==> config.mk <==
export PLATFORM = sky130hd
export DESIGN_NAME = sysid_check_ctrl
export DESIGN_NICKNAME = d
export VERILOG_FILES = /design/src/rtl/sysid_check_pkg.sv /design/src/rtl/sysid_wait_timer.sv /design/src/rtl/sysid_check_ctrl.sv
export SDC_FILE = /design/constraint.sdc
export NUM_CORES = 1
export LEC_CHECK = 0
export ABC_AREA = 0
export CAP_MARGIN = 20
export CORE_MARGIN = 5
export CORE_UTILIZATION = 35
export CTS_BUF_LIST = sky130_fd_sc_hd__clkbuf_4 sky130_fd_sc_hd__clkbuf_8
export DETAILED_ROUTE_END_ITERATION = 12
export PLACE_DENSITY = 0.64
export SYNTH_ARGS = -nofsm -noshare
export SYNTH_HDL_FRONTEND = slang
export SYNTH_HIERARCHICAL = 1
export SYNTH_SLANG_ARGS = --single-unit
==> constraint.sdc <==
create_clock -name clock -period 1.5 [get_ports clock]
set_input_delay 0.375 -clock clock [delete_from_list [all_inputs] [get_ports clock]]
set_output_delay 0.375 -clock clock [all_outputs]
set_load 0.01 [all_outputs]
==> src/rtl/sysid_check_pkg.sv <==
// -----------------------------------------------------------------------------
// sysid_check_pkg
// Shared definitions for the system-ID check controller: FSM state encoding,
// Avalon-MM word addresses and the retry counter width.
// Optional macro SYSID_CHECK_TIMEOUT_EN adds the S_TMO state.
// -----------------------------------------------------------------------------
package sysid_check_pkg;

    localparam int   RETRY_W = 4;
    localparam logic ADDR_ID = 1'b0;
    localparam logic ADDR_TS = 1'b1;

    typedef enum logic [3:0] {
        S_IDLE,
        S_RD_ID,
        S_WT_ID,
        S_RD_TS,
        S_WT_TS,
        S_CMP,
        S_PASS,
        S_FAIL
`ifdef SYSID_CHECK_TIMEOUT_EN
        , S_TMO
`endif
    } state_e;

endpackage

==> src/rtl/sysid_wait_timer.sv <==
// -----------------------------------------------------------------------------
// sysid_wait_timer
// 16-bit wait counter used to bound slave stalls. Counts while count_i is high,
// restarts from zero when clear_i is high, and raises expire_o combinationally
// during the LIMIT-th counted cycle.
// Ports:
//   clk_i     clock
//   rst_ni    asynchronous active-low reset
//   clear_i   restart the count (state change)
//   count_i   count this cycle (controller is in a wait state)
//   expire_o  limit reached in the current cycle
// Only instantiated when SYSID_CHECK_TIMEOUT_EN is defined.
// -----------------------------------------------------------------------------
module sysid_wait_timer #(
    parameter int unsigned LIMIT = 255
) (
    input  logic clk_i,
    input  logic rst_ni,
    input  logic clear_i,
    input  logic count_i,
    output logic expire_o
);

    logic [15:0] cnt_q;
    logic [15:0] cnt_d;

    // cnt_q holds the number of completed cycles, so the LIMIT-th cycle sees LIMIT-1.
    assign expire_o = count_i && (cnt_q == 16'(LIMIT - 1));

    always_comb begin
        cnt_d = cnt_q;
        if (clear_i || !count_i) begin
            cnt_d = '0;
        end else if (!expire_o) begin
            cnt_d = cnt_q + 16'd1;
        end
    end

    always_ff @(posedge clk_i or negedge rst_ni) begin
        if (!rst_ni) begin
            cnt_q <= '0;
        end else begin
            cnt_q <= cnt_d;
        end
    end

endmodule

==> src/rtl/sysid_check_ctrl.sv <==
// -----------------------------------------------------------------------------
// sysid_check_ctrl
// Reads the system-ID word (and optionally the timestamp word) over Avalon-MM,
// compares them with the expected values, retries up to MAX_RETRY times and
// reports pass/fail. A check runs automatically after reset and again on each
// start pulse while not busy.
// Ports:
//   clock, reset_n          clock; asynchronous active-low reset
//   start                   one-cycle request for a new check (ignored when busy)
//   avm_address/avm_read    read master outputs (0 = ID word, 1 = timestamp)
//   avm_waitrequest         slave stall
//   avm_readdata/valid      read data and qualifier
//   busy/done/pass/fail     registered status flags
//   id_value/ts_value       last captured words
//   retry_cnt               retries used in the current/last check
// Optional macro SYSID_CHECK_TIMEOUT_EN: bounds every RD_*/WT_* wait by
// TIMEOUT_CYCLES and reports a timeout as fail through the S_TMO state.
// -----------------------------------------------------------------------------
module sysid_check_ctrl
    import sysid_check_pkg::*;
#(
    parameter logic [31:0] EXPECTED_ID    = 32'h0000_0000,
    parameter logic [31:0] EXPECTED_TS    = 32'h0000_0000,
    parameter bit          CHECK_TS       = 1'b1,
    parameter int unsigned MAX_RETRY      = 3,
    parameter int unsigned TIMEOUT_CYCLES = 255
) (
    input  logic               clock,
    input  logic               reset_n,
    input  logic               start,
    output logic               avm_address,
    output logic               avm_read,
    input  logic               avm_waitrequest,
    input  logic [31:0]        avm_readdata,
    input  logic               avm_readdatavalid,
    output logic               busy,
    output logic               done,
    output logic               pass,
    output logic               fail,
    output logic [31:0]        id_value,
    output logic [31:0]        ts_value,
    output logic [RETRY_W-1:0] retry_cnt
);

    if (MAX_RETRY > 15 || TIMEOUT_CYCLES < 1 || TIMEOUT_CYCLES > 65535) begin : g_bad_params
        $error("sysid_check_ctrl: MAX_RETRY or TIMEOUT_CYCLES out of range");
    end

    localparam logic [RETRY_W-1:0] MAX_RETRY_C = RETRY_W'(MAX_RETRY);

    state_e               state_q, state_d;
    logic                 read_q, read_d;
    logic                 addr_q, addr_d;
    logic                 busy_q, busy_d;
    logic                 done_q, done_d;
    logic                 pass_q, pass_d;
    logic                 fail_q, fail_d;
    logic [31:0]          id_q, id_d;
    logic [31:0]          ts_q, ts_d;
    logic [RETRY_W-1:0]   retry_q, retry_d;
    logic                 match;

    assign match = (id_q == EXPECTED_ID) && (!CHECK_TS || (ts_q == EXPECTED_TS));

`ifdef SYSID_CHECK_TIMEOUT_EN
    logic tmr_count;
    logic tmr_clear;
    logic tmr_expire;

    assign tmr_count = (state_q == S_RD_ID) || (state_q == S_WT_ID) ||
                       (state_q == S_RD_TS) || (state_q == S_WT_TS);
    assign tmr_clear = (state_d != state_q);

    sysid_wait_timer #(
        .LIMIT (TIMEOUT_CYCLES)
    ) u_wait_timer (
        .clk_i    (clock),
        .rst_ni   (reset_n),
        .clear_i  (tmr_clear),
        .count_i  (tmr_count),
        .expire_o (tmr_expire)
    );
`endif

    // Next-state logic. Launching from IDLE/PASS/FAIL clears the retry count;
    // captured words are kept until overwritten by a new read.
    always_comb begin
        state_d = state_q;
        id_d    = id_q;
        ts_d    = ts_q;
        retry_d = retry_q;
        case (state_q)
            S_IDLE: begin
                state_d = S_RD_ID;
                retry_d = '0;
            end
            S_RD_ID: begin
                if (!avm_waitrequest) state_d = S_WT_ID;
            end
            S_WT_ID: begin
                if (avm_readdatavalid) begin
                    id_d    = avm_readdata;
                    state_d = CHECK_TS ? S_RD_TS : S_CMP;
                end
            end
            S_RD_TS: begin
                if (!avm_waitrequest) state_d = S_WT_TS;
            end
            S_WT_TS: begin
                if (avm_readdatavalid) begin
                    ts_d    = avm_readdata;
                    state_d = S_CMP;
                end
            end
            S_CMP: begin
                if (match) begin
                    state_d = S_PASS;
                end else if (retry_q < MAX_RETRY_C) begin
                    retry_d = retry_q + RETRY_W'(1);
                    state_d = S_RD_ID;
                end else begin
                    state_d = S_FAIL;
                end
            end
`ifdef SYSID_CHECK_TIMEOUT_EN
            S_PASS, S_FAIL, S_TMO: begin
`else
            S_PASS, S_FAIL: begin
`endif
                if (start) begin
                    state_d = S_RD_ID;
                    retry_d = '0;
                end
            end
            default: state_d = S_IDLE;
        endcase
`ifdef SYSID_CHECK_TIMEOUT_EN
        // A handshake completing in the expiring cycle still wins over the timeout.
        if (tmr_expire && (state_d == state_q)) state_d = S_TMO;
`endif
    end

    // Status and bus outputs are decoded from the next state so they change on
    // the edge that enters the state.
    always_comb begin
        read_d = (state_d == S_RD_ID) || (state_d == S_RD_TS);
        addr_d = ((state_d == S_RD_TS) || (state_d == S_WT_TS)) ? ADDR_TS : ADDR_ID;
        pass_d = (state_d == S_PASS);
`ifdef SYSID_CHECK_TIMEOUT_EN
        fail_d = (state_d == S_FAIL) || (state_d == S_TMO);
`else
        fail_d = (state_d == S_FAIL);
`endif
        done_d = pass_d || fail_d;
        busy_d = (state_d != S_IDLE) && !done_d;
    end

    always_ff @(posedge clock or negedge reset_n) begin
        if (!reset_n) begin
            state_q <= S_IDLE;
            read_q  <= 1'b0;
            addr_q  <= ADDR_ID;
            busy_q  <= 1'b0;
            done_q  <= 1'b0;
            pass_q  <= 1'b0;
            fail_q  <= 1'b0;
            id_q    <= '0;
            ts_q    <= '0;
            retry_q <= '0;
        end else begin
            state_q <= state_d;
            read_q  <= read_d;
            addr_q  <= addr_d;
            busy_q  <= busy_d;
            done_q  <= done_d;
            pass_q  <= pass_d;
            fail_q  <= fail_d;
            id_q    <= id_d;
            ts_q    <= ts_d;
            retry_q <= retry_d;
        end
    end

    assign avm_read    = read_q;
    assign avm_address = addr_q;
    assign busy        = busy_q;
    assign done        = done_q;
    assign pass        = pass_q;
    assign fail        = fail_q;
    assign id_value    = id_q;
    assign ts_value    = ts_q;
    assign retry_cnt   = retry_q;

endmodule

# Word level (Yosys, flattened, before mapping)

Index checks and enable logic that the tools add are counted.

Output and inout port bits: 74
Flip-flop bits (word level): 78

Mux-type cells: 13
$add $sub $neg: 1
Reduce and logical (&&, ||, !) cells: 15
Equality and inequality tests: 15
$lt $le $gt $ge: 1

Operator list:

| kind                | number |
|---|---|
| $logic_not 32->1    | 2 |
| $mux 4              | 8 |
| $eq 4x3->1 const B  | 7 |
| $pmux 4 s7          | 1 |
| $eq 4x2->1 const B  | 3 |
| $pmux 4 s3          | 1 |
| $eq 4x1->1 const B  | 2 |
| $mux 3              | 2 |
| $ne 2x2->1 const B  | 3 |
| $add 4x1->4 const B | 1 |
| $logic_not 4->1     | 1 |
| $lt 4x2->1 const B  | 1 |
| $reduce_and 2->1    | 2 |
| $reduce_and 4->1    | 1 |
| $reduce_bool 4->1   | 1 |
| $logic_or 1x1->1    | 3 |
| $reduce_bool 3->1   | 1 |
| $logic_and 1x1->1   | 2 |
| $reduce_or 2->1     | 1 |
| $logic_not 1->1     | 1 |
| $mux 1              | 1 |

# Longest topological paths before layout

Gate-level depths: netlist of run 1.

Depth after elaboration: 8
Depth in mapped cells: 6

# Worst setup path before layout of run 1

Ideal clock, no wire load.

Path type: register -> register
Start point: register retry_q[0], in the netlist retry_cnt[0]
End point: register state_q[2]
Period minus slack after synthesis: 1655 ps
Path slack: -155 ps
Arrival: 1520 ps
Required time: 1365 ps
Library setup time: 135 ps
Path buffers: 0
Cell stages (with the launch flop): 6
Path through: dfrtp_1 ha_1 or3_1 or2_2 o22ai_2 o21ai_0

Word-level cells in the longest chain between the ends: 4

Ends and longest elaborated chain:

| what                     | RTL line                | source |
|---|---|---|
| start: declaration       | sysid_check_ctrl.sv:60  | `logic [RETRY_W-1:0] retry_q, retry_d;` |
| start signal: assignment | sysid_check_ctrl.sv:180 | `retry_q <= retry_d;` |
| $lt 4x2->1               | sysid_check_ctrl.sv:118 | `end else if (retry_q < MAX_RETRY_C) begin` |
| $mux 3                   | sysid_check_ctrl.sv:118 |  |
| $mux 3                   | sysid_check_ctrl.sv:116 | `if (match) begin` |
| $pmux 4 s7               | sysid_check_ctrl.sv:92  | `case (state_q)` |
| net state_d[2]           | sysid_check_ctrl.sv:51  | `state_e state_q, state_d;` |
| end signal: assignment   | sysid_check_ctrl.sv:171 | `state_q <= state_d;` |
| end: declaration         | sysid_check_ctrl.sv:51  |  |

The timed path passes the listed nets, and every way through them passes these cells.
A chain may end at the register's enable or synchronous reset.

# Worst setup path in the final report of run 1

Start point: register id_q[6], in the netlist id_value[6]
End point: register retry_q[0], in the netlist retry_cnt[0]

Word-level cells in the longest chain between the ends: 4

Ends and longest elaborated chain:

| what                       | RTL line                | source |
|---|---|---|
| start: declaration         | sysid_check_ctrl.sv:58  | `logic [31:0] id_q, id_d;` |
| start signal: assignment   | sysid_check_ctrl.sv:178 | `id_q <= id_d;` |
| $logic_not 32->1           | sysid_check_ctrl.sv:63  | `assign match = (id_q == EXPECTED_ID) && (!CHECK_TS \|\| (ts_q == EXPECTED_TS));` |
| $logic_and 1x1->1          | sysid_check_ctrl.sv:63  |  |
| $ne 2x2->1 (no line)       | -                       |  |
| $reduce_and 4->1 (no line) | -                       |  |

No other way between the ends.

==> results.ini, run 1 <==
[outcome]
outcome=finished, violations left
violations=negative setup slack

[critical_path]
arrival_ps=2020
r2r_cells=6
worstReg2RegEnd=retry_cnt[0]
critPathLaunchType=flip-flop
crit_type=reg2reg
crit_fanout=5
end_kind=flip-flop
startpoint=id_value[6]
cp.required_ps=1710
r2r_slack_ps=-310
endpoint=retry_cnt[0]
r2r_start=id_value[6]

[clock_network]
clk_pin_slew_ps=90
cts_buffers=9
clk_path_buf_depth=2
clkLatencyLatePin_ps=340
cts_root_buf=clkbuf_8
clock_sink_count=78
cts_tree=built
cts_htree_levels=3

[sta]
fmax_mhz=553.1
final.setup.worst_slack_ps=-308.1
setup_tns_ps=-2549
hold_violations=0
slew_violations=0
final.min_clock_period_ps=1808
rsz0062_at_grt=true
timing.final.crit_share=1.205
skew_ps=13.18
setup_viol=10

[layout]
layout-drive-gt1-share=0.5515
final_cells=548
nets=470
area_growth_pct=68.81
final_core_util=0.5948
multiInputGateArea_um2=1325
fillers=752
n_antenna_cell=0
seqCellArea_um2=1956

[routing]
drcViolationCount=0
via_per_inst=4.763
num_vias=2610
wl_per_cell_um=17.13
finalWirelength_um=9387
ant_nets=0
drt_pre_antenna_iters=4
drt_first_iter_violations=37

[power_and_ir_drop]
p_per_area_nw_per_um2=1380
power_leakage_nw=2.734
p_total_w=0.007478
ir_drop_uv=706.0

[synthesis]
synth_nets=263
synth_area_per_cell_um2=14.26
synth_area_leaders=dfrtp_1, mux2_2, nor4_1
synth_cells=225
synth_area_leader_cell=dfrtp_1
ys_warn_count=6
synth_seq_cells=78
yosysSeqAreaShare=0.6082
synthDistinctLibCells=34
synth_area_um2=3209
yosysTopAreaCellShare=0.6082

[global_route]
overflow=0
grt_pass1_vias=2782
track_usage=0.1632
grt_pass1_wl_um=14370
grt_max_degree=33
antenna_found_initial=0

[placement]
placed_cells=523
gp_congestion=0.9188
hpwl_um=6572
pre_cts_ws_ps=-442.8
io_buffers=110

[die]
dieArea_um2=11180
die_x_um=105.8
core_area_um2=9109
ios=111
row_count=35
die_height_um=105.8
initial_core_util=0.3523

[job]
maxCapViolations=0

[min_path]
hold_path_class=in2reg

[cell usage in the layout (no fill, tap or decap), drive strengths merged, types with 4 or more instances in the layout]
cell,netlist,routed
nor2b,6,6
o21ai,4,4
buf,10,115
dfrtp,78,78
clkbuf,0,33
mux2,64,64
a21oi,5,5
nor4,17,17
clkdlybuf4s50,0,34
nand2,5,5
nand4,4,4
clkdlybuf4s15,0,25
dlygate4sd2,0,8
[metrics by stage]
stage	hold WS (ps)	cell area, um^2
CTS	495.8	5431
detailed placement	323.8	5110
global route	477.2	5418
floorplan	79.41	3219
finish	463.4	5418
global placement	320.6	5110
[sequential cells by signal (all words and copies together) (netlist names)]
name and count:
id_value 32, ts_value 32, retry_cnt 4, state_q 4
avm_address 1, avm_read 1, busy 1, done 1
fail 1, pass 1
[synth_stat cells, drive strengths merged]
cell,count
o21ai,4
ha,1
or3,3
nor4b,1
inv,3
nand2,5
a211o,1
nor3b,3
nor2b,6
nor4,17
and2b,1
mux2,64
nand2b,2
nand3b,1
o21a,2
or2,1
o31ai,1
nand3,2
o21bai,1
dfrtp,78
a21oi,5
conb,1
nor3,1
o32ai,1
xor2,1
buf,10
o22ai,2
xnor2,1
nor2,2
nand4,4
[power breakdown]
group	internal [W]	switching [W]
Clock	0.000834	0.000761
Combinational	0.00181	0.00113
Sequential	0.00259	0.000350
[per-layer routing]
| metal | GRT usage | routed length, um |
|---|---|---|
| met1 | 0.2091 | 3994 |
| met2 | 0.2668 | 4755 |
| met3 | 0.04164 | 483 |
| met4 | 0.05920 | 154 |
| met5 | 0 | 0 |
[worst min-delay path by stage]
stage | startpoint | to | slack [ps] | cells past startpoint
after detailed placement | reset_n | state_q[0] | 320 | 1
final | avm_readdatavalid | avm_address | 460 | 3
after global routing | avm_readdatavalid | avm_address | 480 | 3
after global placement | reset_n | done | 320 | 1
after CTS | reset_n | state_q[0] | 500 | 2
after floorplan | reset_n | avm_address | 80 | 0
[worst max-delay path, cell delays in order (launching register included)]
cell     delay, ps
dfrtp_1        400
nor4_2         360
nand4_1        220
nor4_4         320
buf_6          170
or3_4          140
o22ai_1         80
[repair_timing]
action	in CTS	in global routing
endpoints found under the hold margin	26	0
hold buffers	1	0
setup endpoints to repair	148	110
cloned	0	3
gates resized for setup	189	54
setup buffers	7	6
pin swaps	4	4
[logic make-up after synthesis]
family	after synthesis	synth area share
buffers and inverters	13	0.01910
and+or+nand+nor	49	0.1006
other	1	0.001168
AOI/OAI and AO/OA	17	0.03704
xor gates and xnor gates	2	0.005459
muxes	64	0.2246
adders and majority gates	1	0.003898
DFF	78	0.6082
[area by class of cell]
| type | instances | area share |
|---|---|---|
| flip-flops and latches | 78 | 0.3610 |
| inverters | 3 | 0.002079 |
| clock buffers | 11 | 0.02679 |
| repair buffers | 206 | 0.3291 |
| well taps | 111 | 0.02564 |
| clock inverters | 5 | 0.01085 |
| multi-input cells | 134 | 0.2446 |
No activity file was read; power rests on OpenSTA's default activity.
==> run 2: changes to the inputs <==
--- a/config.mk
+++ b/config.mk
@@ -11,8 +11,7 @@
 export CORE_UTILIZATION = 35
 export CTS_BUF_LIST = sky130_fd_sc_hd__clkbuf_4 sky130_fd_sc_hd__clkbuf_8
 export DETAILED_ROUTE_END_ITERATION = 12
-export PLACE_DENSITY = 0.64
+export PLACE_DENSITY = 0.61
 export SYNTH_ARGS = -nofsm -noshare
 export SYNTH_HDL_FRONTEND = slang
-export SYNTH_HIERARCHICAL = 1
 export SYNTH_SLANG_ARGS = --single-unit
==> constraint.sdc (replaced) <==
create_clock -name clock -period 2 [get_ports clock]
set_input_delay 0.5 -clock clock [delete_from_list [all_inputs] [get_ports clock]]
set_output_delay 0.5 -clock clock [all_outputs]
set_load 0.01 [all_outputs]
==> results.ini, run 2 <==
[placement]
hpwl_um=5872
dpl_cell_area_um2=4509
io_buffers=110
gp_congestion=0.7806

[clock_network]
clk_pin_slew_ps=80
clock_sink_count=78
cts_root_buf=clkbuf_8
clkLatencyLatePin_ps=340
clk_path_buf_depth=2
cts_htree_levels=3
cts_tree=built
cts_buffers=9

[layout]
area_growth_pct=46.78
layout-drive-gt1-share=0.2821
final_core_util=0.5172
fin_area_um2=4711
fillers=843
n_antenna_cell=0
nets=385
mostFrequentLayoutCells=clkdlybuf4s50_1, dfrtp_1, mux2_2, nor4_1
layout_commonest_cell=clkdlybuf4s50_1

[critical_path]
cp.required_ps=1500
crit_path_max_incr_delay_ps=530
r2r_start=ts_value[20]
r2r_cells=6
r2r_slack_ps=160
end_kind=primary output
crit_type=reg2out
worstReg2RegEnd=busy
crit_fanout=2
path_cells=buf_4, clkdlybuf4s50_1
critPathLaunchType=flip-flop
arrival_ps=1350
worst_path_max_delay_cell=clkdlybuf4s50_1

[synthesis]
synth_cells=225
synth_seq_cells=78
synth_common_cells=dfrtp_1, mux2_2, nor4_1, buf_2, nor2b_1
synth_ff_type=dfrtp_1
synth_nets=263
synth_edf_count=0
synth_area_per_cell_um2=14.26
synth_area_leaders=dfrtp_1, mux2_2, nor4_1
yosysSeqAreaShare=0.6082
yosysTopAreaCellShare=0.6082
ys_warn_count=0
synthArstFlopShare=1.000
synth_area_leader_cell=dfrtp_1
yosysMostFrequentCell=dfrtp_1
synth_area_um2=3209
synthDistinctLibCells=34

[job]
maxCapViolations=0

[routing]
finalWirelength_um=8027
drcViolationCount=0
ant_nets=0
drt_pre_antenna_iters=4
via_per_inst=4.898
wl_per_cell_um=17.37
drt_first_iter_violations=33
num_vias=2263

[global_route]
grt_pass1_vias=2448
track_usage=0.1463
antenna_found_initial=0
grt_max_degree=40
overflow=0
grt_pass1_wl_um=12780

[die]
core_area_um2=9109
initial_core_util=0.3523
die_x_um=105.8
dieArea_um2=11180
row_count=35
die_height_um=105.8
ios=111

[sta]
slew_violations=0
fmax_mhz=541.9
timing.final.crit_share=0.9226
skew_ps=5.961
final.min_clock_period_ps=1845
rsz0062_at_grt=false
hold_violations=0
setup_viol=0

[power_and_ir_drop]
ir_drop_uv=448.8
power_leakage_nw=2.114
p_per_area_nw_per_um2=1078

[outcome]
outcome=finished clean

[min_path]
hold_path_class=in2async

run 2: changes by cell type in the layout (fill, tap and decap cells not counted), sizes merged:
cell	delta
dlymetal6s2s	-1
dlygate4sd3	-1
clkinv	+1
buf	-103
clkdlybuf4s50	+75
clkbuf	-24
dlygate4sd2	-8
clkdlybuf4s15	-25
run 2: per-stage QoR:
stage | hold slack (ps) | std cells | total power, W | worst slack [ps] | TNS, ps
5_1_grt | 20.75 | 462 | 0.005365 | 1.772 | 0
3_3_place_gp | 392.4 | 446 | 0.003972 | -69.43 | -1568
3_5_place_dp | 394.8 | 446 | 0.003984 | -38.70 | -1329
6_report | 28.78 | 462 | 0.005079 | 154.8 | 0
2_1_floorplan | 204.4 | 225 | 0.002879 | 344.9 | 0
4_1_cts | 15.48 | 462 | 0.005151 | 23.47 | 0
run 2: timing repair:
action	in CTS	in global routing
hold buffers	0	0
buffers inserted	1	0
pin swaps	1	0
setup endpoints to repair	1	3
resized for setup	0	1
run 2: layout make-up:
| class | count | area [um^2] | share of cell area |
|---|---|---|---|
| repair buffers | 121 | 1219 | 0.2587 |
| multi-input cells | 134 | 1202 | 0.2552 |
| flip-flops and latches | 78 | 1952 | 0.4143 |
| inverters | 3 | 11.26 | 0.002390 |
| clock buffers | 9 | 123.9 | 0.02629 |
| well taps | 111 | 138.9 | 0.02948 |
| clock inverters | 6 | 63.81 | 0.01355 |
run 2: worst max path at each step:
stage	start	end	slack [ps]	cells past startpoint
after global routing	ts_value[20]	busy	2	6
after detailed placement	avm_readdatavalid	fail	-40	6
after global placement	avm_readdatavalid	fail	-70	6
final	id_value[6]	id_value[6]	150	2
after CTS	ts_value[2]	busy	20	6
after floorplan	retry_cnt[0]	state_q[2]	340	5
run 2: worst max-delay path: cells and delay by family, from the launching register on:
kind | cells | cell delay [ps]
DFF | 1 | 360
buffers and inverters | 2 | 650
run 2: layer usage:
metal  track usage  share of wire  wire length, um  vias to the layer above
met1        0.1968           0.47             3764                     1114
met3       0.05940          0.076              613                        8
met2        0.2204           0.45             3587                       76
li1              -              -                -                     1065
met5             0              0                0                        -
met4       0.03608         0.0077               62                        0
run 2: cell families after synthesis:
group	count (synthesis)	synth area share
AO/OA/AOI/OAI	17	0.03704
buffers and inverters	13	0.01910
AND/OR/NAND/NOR	49	0.1006
other	1	0.001168
adder cells (fa/ha/maj)	1	0.003898
XOR/XNOR	2	0.005459
flip-flops	78	0.6082
multiplexers	64	0.2246
run 2: where the power goes:
group | leakage (nW) | switching [W] | total, W | internal (W)
combinational | 0.999 | 0.000598 | 0.00166 | 0.00106
clock | 0.0911 | 0.000572 | 0.00114 | 0.000567
sequential | 1.02 | 0.000333 | 0.00228 | 0.00195
